File: config.mk
export PLATFORM = sky130hd
export DESIGN_NAME = cp0_exc_ctrl
export DESIGN_NICKNAME = d
export VERILOG_FILES = /design/src/rtl/cp0_pkg.sv /design/src/rtl/cp0_exc_prio.sv /design/src/rtl/cp0_exc_ctrl.sv
export SDC_FILE = /design/constraint.sdc
export NUM_CORES = 1
export LEC_CHECK = 0
export ABC_CLOCK_PERIOD_IN_PS = 1800
export CAP_MARGIN = 30
export CORE_MARGIN = 3
export CORE_UTILIZATION = 36
export DETAILED_ROUTE_END_ITERATION = 16
export PLACE_DENSITY = 0.73
export SYNTH_ARGS = -nofsm -noshare
export SYNTH_HDL_FRONTEND = slang
export SYNTH_SLANG_ARGS = --single-unit
File: constraint.sdc
create_clock -name clk -period 1.8 [get_ports clk]
set_input_delay 0.18 -clock clk [delete_from_list [all_inputs] [get_ports clk]]
set_output_delay 0.18 -clock clk [all_outputs]
set_load 0.005 [all_outputs]
File: src/rtl/cp0_pkg.sv
// -----------------------------------------------------------------------------
// cp0_pkg
// Shared definitions for the CP0 exception controller:
//   - MIPS ExcCode values for the events this controller can raise
//   - the exception-sequencer FSM state type
//   - the default exception/interrupt vector address
// -----------------------------------------------------------------------------
package cp0_pkg;

  localparam logic [4:0] EXC_INT = 5'd0;
  localparam logic [4:0] EXC_SYS = 5'd8;
  localparam logic [4:0] EXC_BP  = 5'd9;
  localparam logic [4:0] EXC_RI  = 5'd10;
  localparam logic [4:0] EXC_OV  = 5'd12;

  localparam logic [31:0] DEFAULT_VECTOR = 32'h8000_0180;

  typedef enum logic [1:0] {
    ST_IDLE     = 2'd0,
    ST_COMMIT   = 2'd1,
    ST_REDIRECT = 2'd2
  } exc_state_e;

endpackage

File: src/rtl/cp0_exc_prio.sv
// -----------------------------------------------------------------------------
// cp0_exc_prio
// Purely combinational priority encoder. Decides whether an event is taken
// this cycle and which ExcCode it carries. Synchronous exceptions always beat
// interrupts; among exceptions the order is RI > Ov > Sys > Bp. An interrupt
// is taken only when globally enabled and not already at exception level.
//
// Ports:
//   i_exc_req [3:0]  exception requests: [3] RI, [2] Ov, [1] Sys, [0] Bp
//   i_pending        at least one unmasked interrupt line is asserted
//   i_ie             Status.IE
//   i_exl            Status.EXL
//   o_take           an exception or interrupt is taken
//   o_exccode [4:0]  ExcCode of the taken event (EXC_INT when none)
// -----------------------------------------------------------------------------
module cp0_exc_prio
  import cp0_pkg::*;
(
  input  logic [3:0] i_exc_req,
  input  logic       i_pending,
  input  logic       i_ie,
  input  logic       i_exl,
  output logic       o_take,
  output logic [4:0] o_exccode
);

  always_comb begin
    // NOTE: every output of a combinational block gets a default first so no
    // path leaves it unassigned, which would otherwise infer a latch.
    o_take    = 1'b0;
    o_exccode = EXC_INT;
    if (i_exc_req[3]) begin
      o_take    = 1'b1;
      o_exccode = EXC_RI;
    end else if (i_exc_req[2]) begin
      o_take    = 1'b1;
      o_exccode = EXC_OV;
    end else if (i_exc_req[1]) begin
      o_take    = 1'b1;
      o_exccode = EXC_SYS;
    end else if (i_exc_req[0]) begin
      o_take    = 1'b1;
      o_exccode = EXC_BP;
    end else if (i_ie && !i_exl && i_pending) begin
      o_take    = 1'b1;
      o_exccode = EXC_INT;
    end
  end

endmodule

File: src/rtl/cp0_exc_ctrl.sv
// -----------------------------------------------------------------------------
// cp0_exc_ctrl
// CP0 exception/interrupt sequencer. From IDLE a taken event moves to COMMIT,
// which pulses the architectural side effects for one cycle (Cause, EPC,
// Status.EXL set, pipeline flush), then to REDIRECT, which presents the
// handler vector until fetch acknowledges it. An ERET at exception level goes
// straight to REDIRECT toward the saved EPC and pulses exl_clr.
//
// Parameters:
//   VECTOR_BASE  handler address for exceptions and interrupts
//   CNT_W        width of the optional event counter
//
// Build option:
//   CP0_EXC_STATS_EN  adds output exc_count, a saturating count of COMMITs
//
// Ports:
//   clk, reset_n            clock, asynchronous active-low reset
//   exc_req [3:0]           RI/Ov/Sys/Bp requests
//   exc_pc [31:0]           PC of the faulting instruction
//   cause_ip, status_im     interrupt pending lines and mask
//   status_ie, status_exl   Status.IE and Status.EXL
//   eret                    ERET retiring
//   epc_in [31:0]           current EPC (ERET target)
//   redirect_ack            fetch accepted the redirect
//   activeexception         one-cycle pulse in COMMIT
//   exccode [4:0]           last taken ExcCode (held between events)
//   epc_we, epc_out         EPC write strobe and data (COMMIT)
//   exl_set, exl_clr        Status.EXL set (COMMIT) / clear (ERET)
//   flush                   pipeline kill (COMMIT and REDIRECT)
//   redirect_valid/pc       new fetch PC (REDIRECT)
//   exc_count               (CP0_EXC_STATS_EN only) saturating COMMIT count
// -----------------------------------------------------------------------------
module cp0_exc_ctrl
  import cp0_pkg::*;
#(
  parameter logic [31:0] VECTOR_BASE = DEFAULT_VECTOR,
  parameter int          CNT_W       = 16
) (
  input  logic              clk,
  input  logic              reset_n,
  input  logic [3:0]        exc_req,
  input  logic [31:0]       exc_pc,
  input  logic [7:0]        cause_ip,
  input  logic [7:0]        status_im,
  input  logic              status_ie,
  input  logic              status_exl,
  input  logic              eret,
  input  logic [31:0]       epc_in,
  input  logic              redirect_ack,
`ifdef CP0_EXC_STATS_EN
  output logic [CNT_W-1:0]  exc_count,
`endif
  output logic              activeexception,
  output logic [4:0]        exccode,
  output logic              epc_we,
  output logic [31:0]       epc_out,
  output logic              exl_set,
  output logic              exl_clr,
  output logic              flush,
  output logic              redirect_valid,
  output logic [31:0]       redirect_pc
);

  // A zero-width counter cannot be built; reject it at elaboration.
  if (CNT_W < 1) begin : g_cnt_w_check
    $error("cp0_exc_ctrl: CNT_W must be at least 1");
  end

  exc_state_e  r_state;
  exc_state_e  w_next_state;

  logic [4:0]  r_exccode;
  logic [31:0] r_epc;
  logic [31:0] r_redirect_pc;
  logic        r_exl_clr;

  logic        w_take;
  logic [4:0]  w_code;
  logic        w_idle;
  logic        w_eret_take;

  cp0_exc_prio u_prio (
    .i_exc_req (exc_req),
    .i_pending (|(cause_ip & status_im)),
    .i_ie      (status_ie),
    .i_exl     (status_exl),
    .o_take    (w_take),
    .o_exccode (w_code)
  );

  assign w_idle      = (r_state == ST_IDLE);
  // ERET only matters at exception level and yields to any taken event.
  assign w_eret_take = eret && status_exl && !w_take;

  // State register.
  always_ff @(posedge clk or negedge reset_n) begin
    if (!reset_n) begin
      r_state <= ST_IDLE;
    end else begin
      // NOTE: sequential state uses non-blocking assignment so every flop
      // samples pre-edge values regardless of statement order.
      r_state <= w_next_state;
    end
  end

  // Next-state logic. Requests arriving in COMMIT/REDIRECT are not looked at.
  always_comb begin
    w_next_state = r_state;
    unique case (r_state)
      ST_IDLE: begin
        if (w_take)           w_next_state = ST_COMMIT;
        else if (w_eret_take) w_next_state = ST_REDIRECT;
      end
      ST_COMMIT:   w_next_state = ST_REDIRECT;
      ST_REDIRECT: if (redirect_ack) w_next_state = ST_IDLE;
      default:     w_next_state = ST_IDLE;
    endcase
  end

  // Datapath registers captured on event acceptance.
  always_ff @(posedge clk or negedge reset_n) begin
    if (!reset_n) begin
      // NOTE: these are a handful of control flops, not a memory array, so
      // they are all reset to give clean zero outputs out of reset.
      r_exccode     <= EXC_INT;
      r_epc         <= '0;
      r_redirect_pc <= '0;
      r_exl_clr     <= 1'b0;
    end else begin
      r_exl_clr <= 1'b0;
      if (w_idle && w_take) begin
        r_exccode <= w_code;
        r_epc     <= exc_pc;
      end
      if (r_state == ST_COMMIT) begin
        r_redirect_pc <= VECTOR_BASE;
      end
      if (w_idle && w_eret_take) begin
        r_redirect_pc <= epc_in;
        r_exl_clr     <= 1'b1;
      end
    end
  end

  // Output decode (Moore on state, plus the held registers).
  always_comb begin
    activeexception = 1'b0;
    epc_we          = 1'b0;
    epc_out         = '0;
    exl_set         = 1'b0;
    flush           = 1'b0;
    redirect_valid  = 1'b0;
    unique case (r_state)
      ST_COMMIT: begin
        activeexception = 1'b1;
        epc_we          = 1'b1;
        epc_out         = r_epc;
        exl_set         = 1'b1;
        flush           = 1'b1;
      end
      ST_REDIRECT: begin
        redirect_valid  = 1'b1;
        flush           = 1'b1;
      end
      default: ;
    endcase
  end

  assign exccode     = r_exccode;
  assign redirect_pc = r_redirect_pc;
  assign exl_clr     = r_exl_clr;

`ifdef CP0_EXC_STATS_EN
  logic [CNT_W-1:0] r_exc_count;

  always_ff @(posedge clk or negedge reset_n) begin
    if (!reset_n) begin
      r_exc_count <= '0;
    end else if ((r_state == ST_COMMIT) && (r_exc_count != {CNT_W{1'b1}})) begin
      r_exc_count <= r_exc_count + {{(CNT_W-1){1'b0}}, 1'b1};
    end
  end

  assign exc_count = r_exc_count;
`endif

endmodule
==> flow_metrics.tcl <==
set metrics [dict create \
    ys_types 32 \
    slowest_stage "or4_4" \
    areaGrowthSynthToFinish_pct 65.80 \
    clkPwrFrac 0.177 \
    power.density_nw_per_um2 1193 \
    dp_hpwl_um 6460 \
    worstPathBufferInverterCount 4 \
    first_iter_violations 75 \
    final_common_cell "clkdlybuf4s50_1" \
    fin_crit_sh 0.9850 \
    finalMaxSlewViolations 0 \
    io_pins 165 \
    peakVddDrop_uv 421.9 \
    synth_edf_count 0 \
    die_h_um 100.2 \
    cts_tree "built" \
    drcViolationCount 0 \
    coreArea_sq_um 8423 \
    max_stage_delay_ns 0.57 \
    yosysSeqAreaShare 0.5562 \
    fp.dieW_um 100.2 \
    ys_ff_latch 71 \
    synthCells 285 \
    portBuffers 163 \
    rows 33 \
    critPathKind "in2reg" \
    grt_pass1_wl_um 14260 \
    place_congestion 0.8434 \
    rsz0062_at_grt "true" \
    hold_class "in2async" \
    endpoint_kind "flop" \
    setup_viol 0 \
    dpl_cell_area_sq_um 4991 \
    p_comb_frac 0.460 \
    avgRoutedWirePerCell_um 16.30 \
    grt_max_degree 66 \
    grt_use_total 0.1810 \
    start_util 0.3792 \
    clkSinkCount 71 \
    cts_buffer_depth 2 \
    path_max_fanout 16 \
    clk-insertion-delay-late_ns 0.33 \
    vias_per_cell 4.774 \
    period_minus_slack_ns 1.773 \
    ctsHtreeMaxLevel 3 \
    fin_util 0.6288 \
    dr.pass1.iters 4 \
    syn-cell-area_sq_um 3194 \
    fin_hold_ws_ns 0.3630 \
    synth_async_sr_flop_share 1.000 \
    grt_overflow 0 \
    outcome "complete, no violations" \
    clk_pin_slew_worst_paths_ns 0.06 \
    finClkSkew_ns 0.005005 \
    crit_chain "clkdlybuf4s50_1, or4_4, buf_4, nor3_4, buf_12, buf_6, o21ai_0" \
    antenna_cells 0 \
    maxCapViolCount 0 \
    syn_nets 378 \
    critical-path-top-delay-family "buffers and inverters" \
    syn_area_per_cell_sq_um 11.21 \
    power_frac_seq 0.363 \
    power_w 0.006318 \
    synthFlopType "dfrtp_1" \
    clock-root-buffer "clkbuf_8" \
    final_area_sq_um 5296 \
    power_switching_w 0.001862 \
    hold_violations 0 \
    fin_setup_tns_ns 0 \
    nNetsFinal 556 \
    max_freq_mhz 564.0 \
    n_fill_cell 711 \
    layout_common_cells "clkdlybuf4s50_1 (126), dfrtp_1 (71), nand2_1 (34), and2_1 (32), dlygate4sd2_1 (32)" \
    swShare 0.2947 \
    grt_pass1_vias 2872 \
    drt-total-wl_um 9292 \
    dieArea_sq_um 10040 \
    postRouteAntennaNets 0 \
    internal_power_w 0.004456 \
    leakage_nw 2.308 \
    critical_path_arrival_ns 1.98 \
    numCtsBuffers 9 \
    ys_warn_count 0 \
    antenna_found_initial 0 \
    vias 2721 \
    cp.required_ns 2.01 \
    startpoint_type "input pin" \
    drive_above_1_share 0.1613 \
]
-- through the flow --
stage          instances  setup WS [ns]
2_1_floorplan        285        0.06939
3_3_place_gp         546        -0.2580
3_5_place_dp         546        -0.3276
4_1_cts              566        0.01727
5_1_grt              570       -0.01153
6_report             570        0.02704
-- Yosys cell counts (all sizes together) (2+ instances only) --
master,number,area [sq um]
a22oi,4,30.03
a22o,2,17.52
ha,3,37.54
inv,4,15.01
a32o,2,20.02
o21ai,33,176.4
nand2,34,127.6
nor2,4,15.01
and2,32,200.2
clkbuf,9,33.78
nand2b,30,187.7
buf,12,93.83
dfrtp,71,1777
nor3,2,15.01
mux2,32,360.3
-- power groups by stage --
stage               Sequential, W  Clock (W)  Combinational [W]
global route              0.00235    0.00123            0.00315
global placement          0.00229          0            0.00286
floorplan                 0.00225          0            0.00149
CTS                       0.00229    0.00117            0.00293
finish                    0.00229    0.00112            0.00291
detailed placement        0.00231          0            0.00293
-- what timing repair did --
| item | 4_1_cts | 5_1_grt |
|---|---|---|
| setup endpoints to repair | 35 | 42 |
| hold buffers | 1 | 0 |
| gates resized for setup | 44 | 5 |
| hold endpoints to repair | 36 | 0 |
| gates cloned | 1 | 3 |
| pin swaps | 0 | 2 |
| setup buffers | 5 | 1 |
-- cell type report --
cell class                      instances  area, sq um  area share
Clock buffer                           12        165.2     0.03118
Clock inverter                          1        5.005   0.0009450
Inverter                                4        15.01    0.002835
Multi-Input combinational cell        189         1296      0.2447
Sequential cell                        71         1777      0.3355
Tap cell                              105        131.4     0.02481
Timing Repair Buffer                  188         1907      0.3600
-- worst paths after layout --
path,start,endpoint,slack [ns],cells after the start
worst min-delay path,reset_n,r_epc[5]$_DFFE_PN0P_,0.36,2
worst max-delay path,exc_req[2],redirect_pc[27]$_DFFE_PN0P_,0.03,7
max in group asynchronous,reset_n,r_epc[13]$_DFFE_PN0P_,0.87,3
min in group clk,epc_in[10],redirect_pc[10]$_DFFE_PN0P_,0.40,3
worst min register to register,r_epc[1]$_DFFE_PN0P_,r_epc[1]$_DFFE_PN0P_,0.49,1
worst max register to register,r_state[1]$_DFFE_PN0P_,redirect_pc[27]$_DFFE_PN0P_,0.13,8
-- registers in the layout (all words and copies together) (netlist names) --
name and flops:
exccode 4, r_epc 32, redirect_pc 32, exl_clr 1, r_state 2
-- layer usage --
| layer | track usage | share of wire |
|---|---|---|
| met1 | 0.2310 | 0.42 |
| met4 | 0.07461 | 0.019 |
| met3 | 0.04239 | 0.073 |
| met2 | 0.2961 | 0.48 |
| met5 | 0 | 0 |
-- worst register-to-register path: stages, from the launching register on --
cell     delay [ns]
dfrtp_1        0.40
inv_2          0.08
buf_4          0.11
ha_2           0.23
inv_1          0.10
nor3_4         0.20
buf_12         0.15
buf_6          0.18
o21ai_0        0.10
-- cells by family after synthesis --
logic type               share of synthesized area
AO/OA/AOI/OAI                              0.09245
adder cells (fa/ha/maj)                    0.01175
buffers and inverters                      0.04465
flip-flops                                  0.5562
multiplexers                                0.1128
other                                     0.001174
AND/OR/NAND/NOR                             0.1810
Note: power is estimated with default switching activity, not from simulation.
==> edit, RTL diff (config.mk and constraints unchanged) <==
Put one more register stage on the output `redirect_pc`, with the module's reset. The value now appears one clock later. The other outputs are not delayed to match.
--- a/src/rtl/cp0_exc_ctrl.sv
+++ b/src/rtl/cp0_exc_ctrl.sv
@@ -167,7 +167,13 @@
   end
 
   assign exccode     = r_exccode;
-  assign redirect_pc = r_redirect_pc;
+  always_ff @(posedge clk or negedge reset_n) begin
+    if (!reset_n) begin
+      redirect_pc <= '0;
+    end else begin
+      redirect_pc <= r_redirect_pc;
+    end
+  end
   assign exl_clr     = r_exl_clr;
 
 `ifdef CP0_EXC_STATS_EN
Check against the original RTL: not equivalent (Yosys sat finds a counterexample within 4 cycles, from zero or initial values and one cycle with reset_n low).
==> edit against the unedited design <==
- largest cell class is now registers
- die area up 23%
- via count grew 8.3%
- critical endpoint is now r_redirect_pc[0]$_DFFE_PN0P_
- total power grew 14%
- clock power up 19%
- setup slack gained 0.029 ns
- sequential cell count is 32 higher
- final area is 16% higher
- first-iteration DRC count is 13% higher
- synthesized area is 25% higher
- critical path type unchanged
- critical path depth unchanged
- wire length grew 6.4%
==> edit: results (changes against the unedited design) <==
Parameter                              Value

Logic synthesis
  Instance count of the mapped netlist ... 317 (+11%)
  Portion of the post-synthesis area used by sequential elements ... 64.5% (+8.9 points)
  List of most frequent post-synthesis cells ... sky130_fd_sc_hd__dfrtp_1, sky130_fd_sc_hd__nand2_1, sky130_fd_sc_hd__and2_1
  Portion of netlist area occupied by mux cells ... 9.02% (-2.3 points)
  Number of nets produced by synthesis ... 410 (+8.5%)
  Compound-cell area share of the yosys netlist ... 7.39% (-1.9 points)
  Adder-Cell Fraction of Synth Area ... 0.940% (-0.24 points)

Power
  Leak Pwr ... 2.75 nW (+19%)
  P_int ... 0.00510 W (+14%)
  Worst voltage drop across the vdd grid ... 0.673 mV (+60%)

Outcome
  Status ... complete, no violations

GRT
  Total GRT Usage ... 15.5% (-2.6 points)
  Largest net degree at the start of global routing ... 104 (+58%)
  First-pass GRT wire length ... 15500 um (+9.0%)
  Number of global-route vias before repair ... 3111 (+8.3%)

Drt
  Via count of the routed design ... 2947 (+8.3%)
  Average wire per standard cell ... 15.6 um (-4.5%)
  Number of vias per cell after detailed routing ... 4.64 (-2.8%)
  Starting DRC count in detailed routing ... 85 (+13%)

Setup path
  Timing startpoint of the critical path ... exc_req[0]
  Reg2Reg Setup Slack ... 0.20 ns (+0.07 ns)

Placement
  Setup Slack @ Placement ... -0.355 ns (-0.0275 ns)
  Sum of net half-perimeters after detailed placement ... 6620 um (+2.5%)
  Placed inst area ... 0.00582 mm2 (+17%)
  Weighted congestion at the end of routability-driven global placement ... 0.739 (-12%)
  Total instance count after detailed placement ... 608 (+11%)

Clock tree
  Clock latency on the worst-skew pair ... 0.35 ns (+0.02 ns)
  Clock transition time at the flip-flop clock pins of the worst setup and hold paths ... 0.10 ns (+0.04 ns)
  Post-CTS Repair Setup Buffers ... 4 (-1)

Timing
  Worst clock skew on the final layout ... 0.00871 ns (+0.00371 ns)
  Maximum frequency from static timing analysis ... 573 MHz (+1.7%)
  Smallest hold slack ... 0.367 ns (+0.00385 ns)

Layout
  Final Net Count ... 587 (+5.6%)
  Layout cell share with drive strength beyond 1 ... 15.4% (-0.70 points)
[edit: power by group through the flow]
stage / combinational (W) / clock, W / sequential, W
2_1_floorplan: 0.00149 / 0 / 0.00302
3_3_place_gp: 0.00288 / 0 / 0.00305
3_5_place_dp: 0.00294 / 0 / 0.00308
4_1_cts: 0.00288 / 0.00138 / 0.00304
5_1_grt: 0.00311 / 0.00148 / 0.00309
6_report: 0.00286 / 0.00133 / 0.00304
[edit: metal layers]
metal,share of wire [%],GRT usage (%),up-vias
li1,-,-,1403
met1,43,19.7,1422
met2,48,26.0,112
met3,7.2,3.86,10
met4,1.5,5.60,0
met5,0,0,-
[edit: cell type report]
cell class                      instances  area [um2]
Tap cell                              136         170
Fill cell                             889        4420
Multi-Input combinational cell        189        1310
Sequential cell                       103        2580
Inverter                                4        15.0
Clock inverter                          5        41.3
Timing Repair Buffer                  187        1890
Clock buffer                           11         131
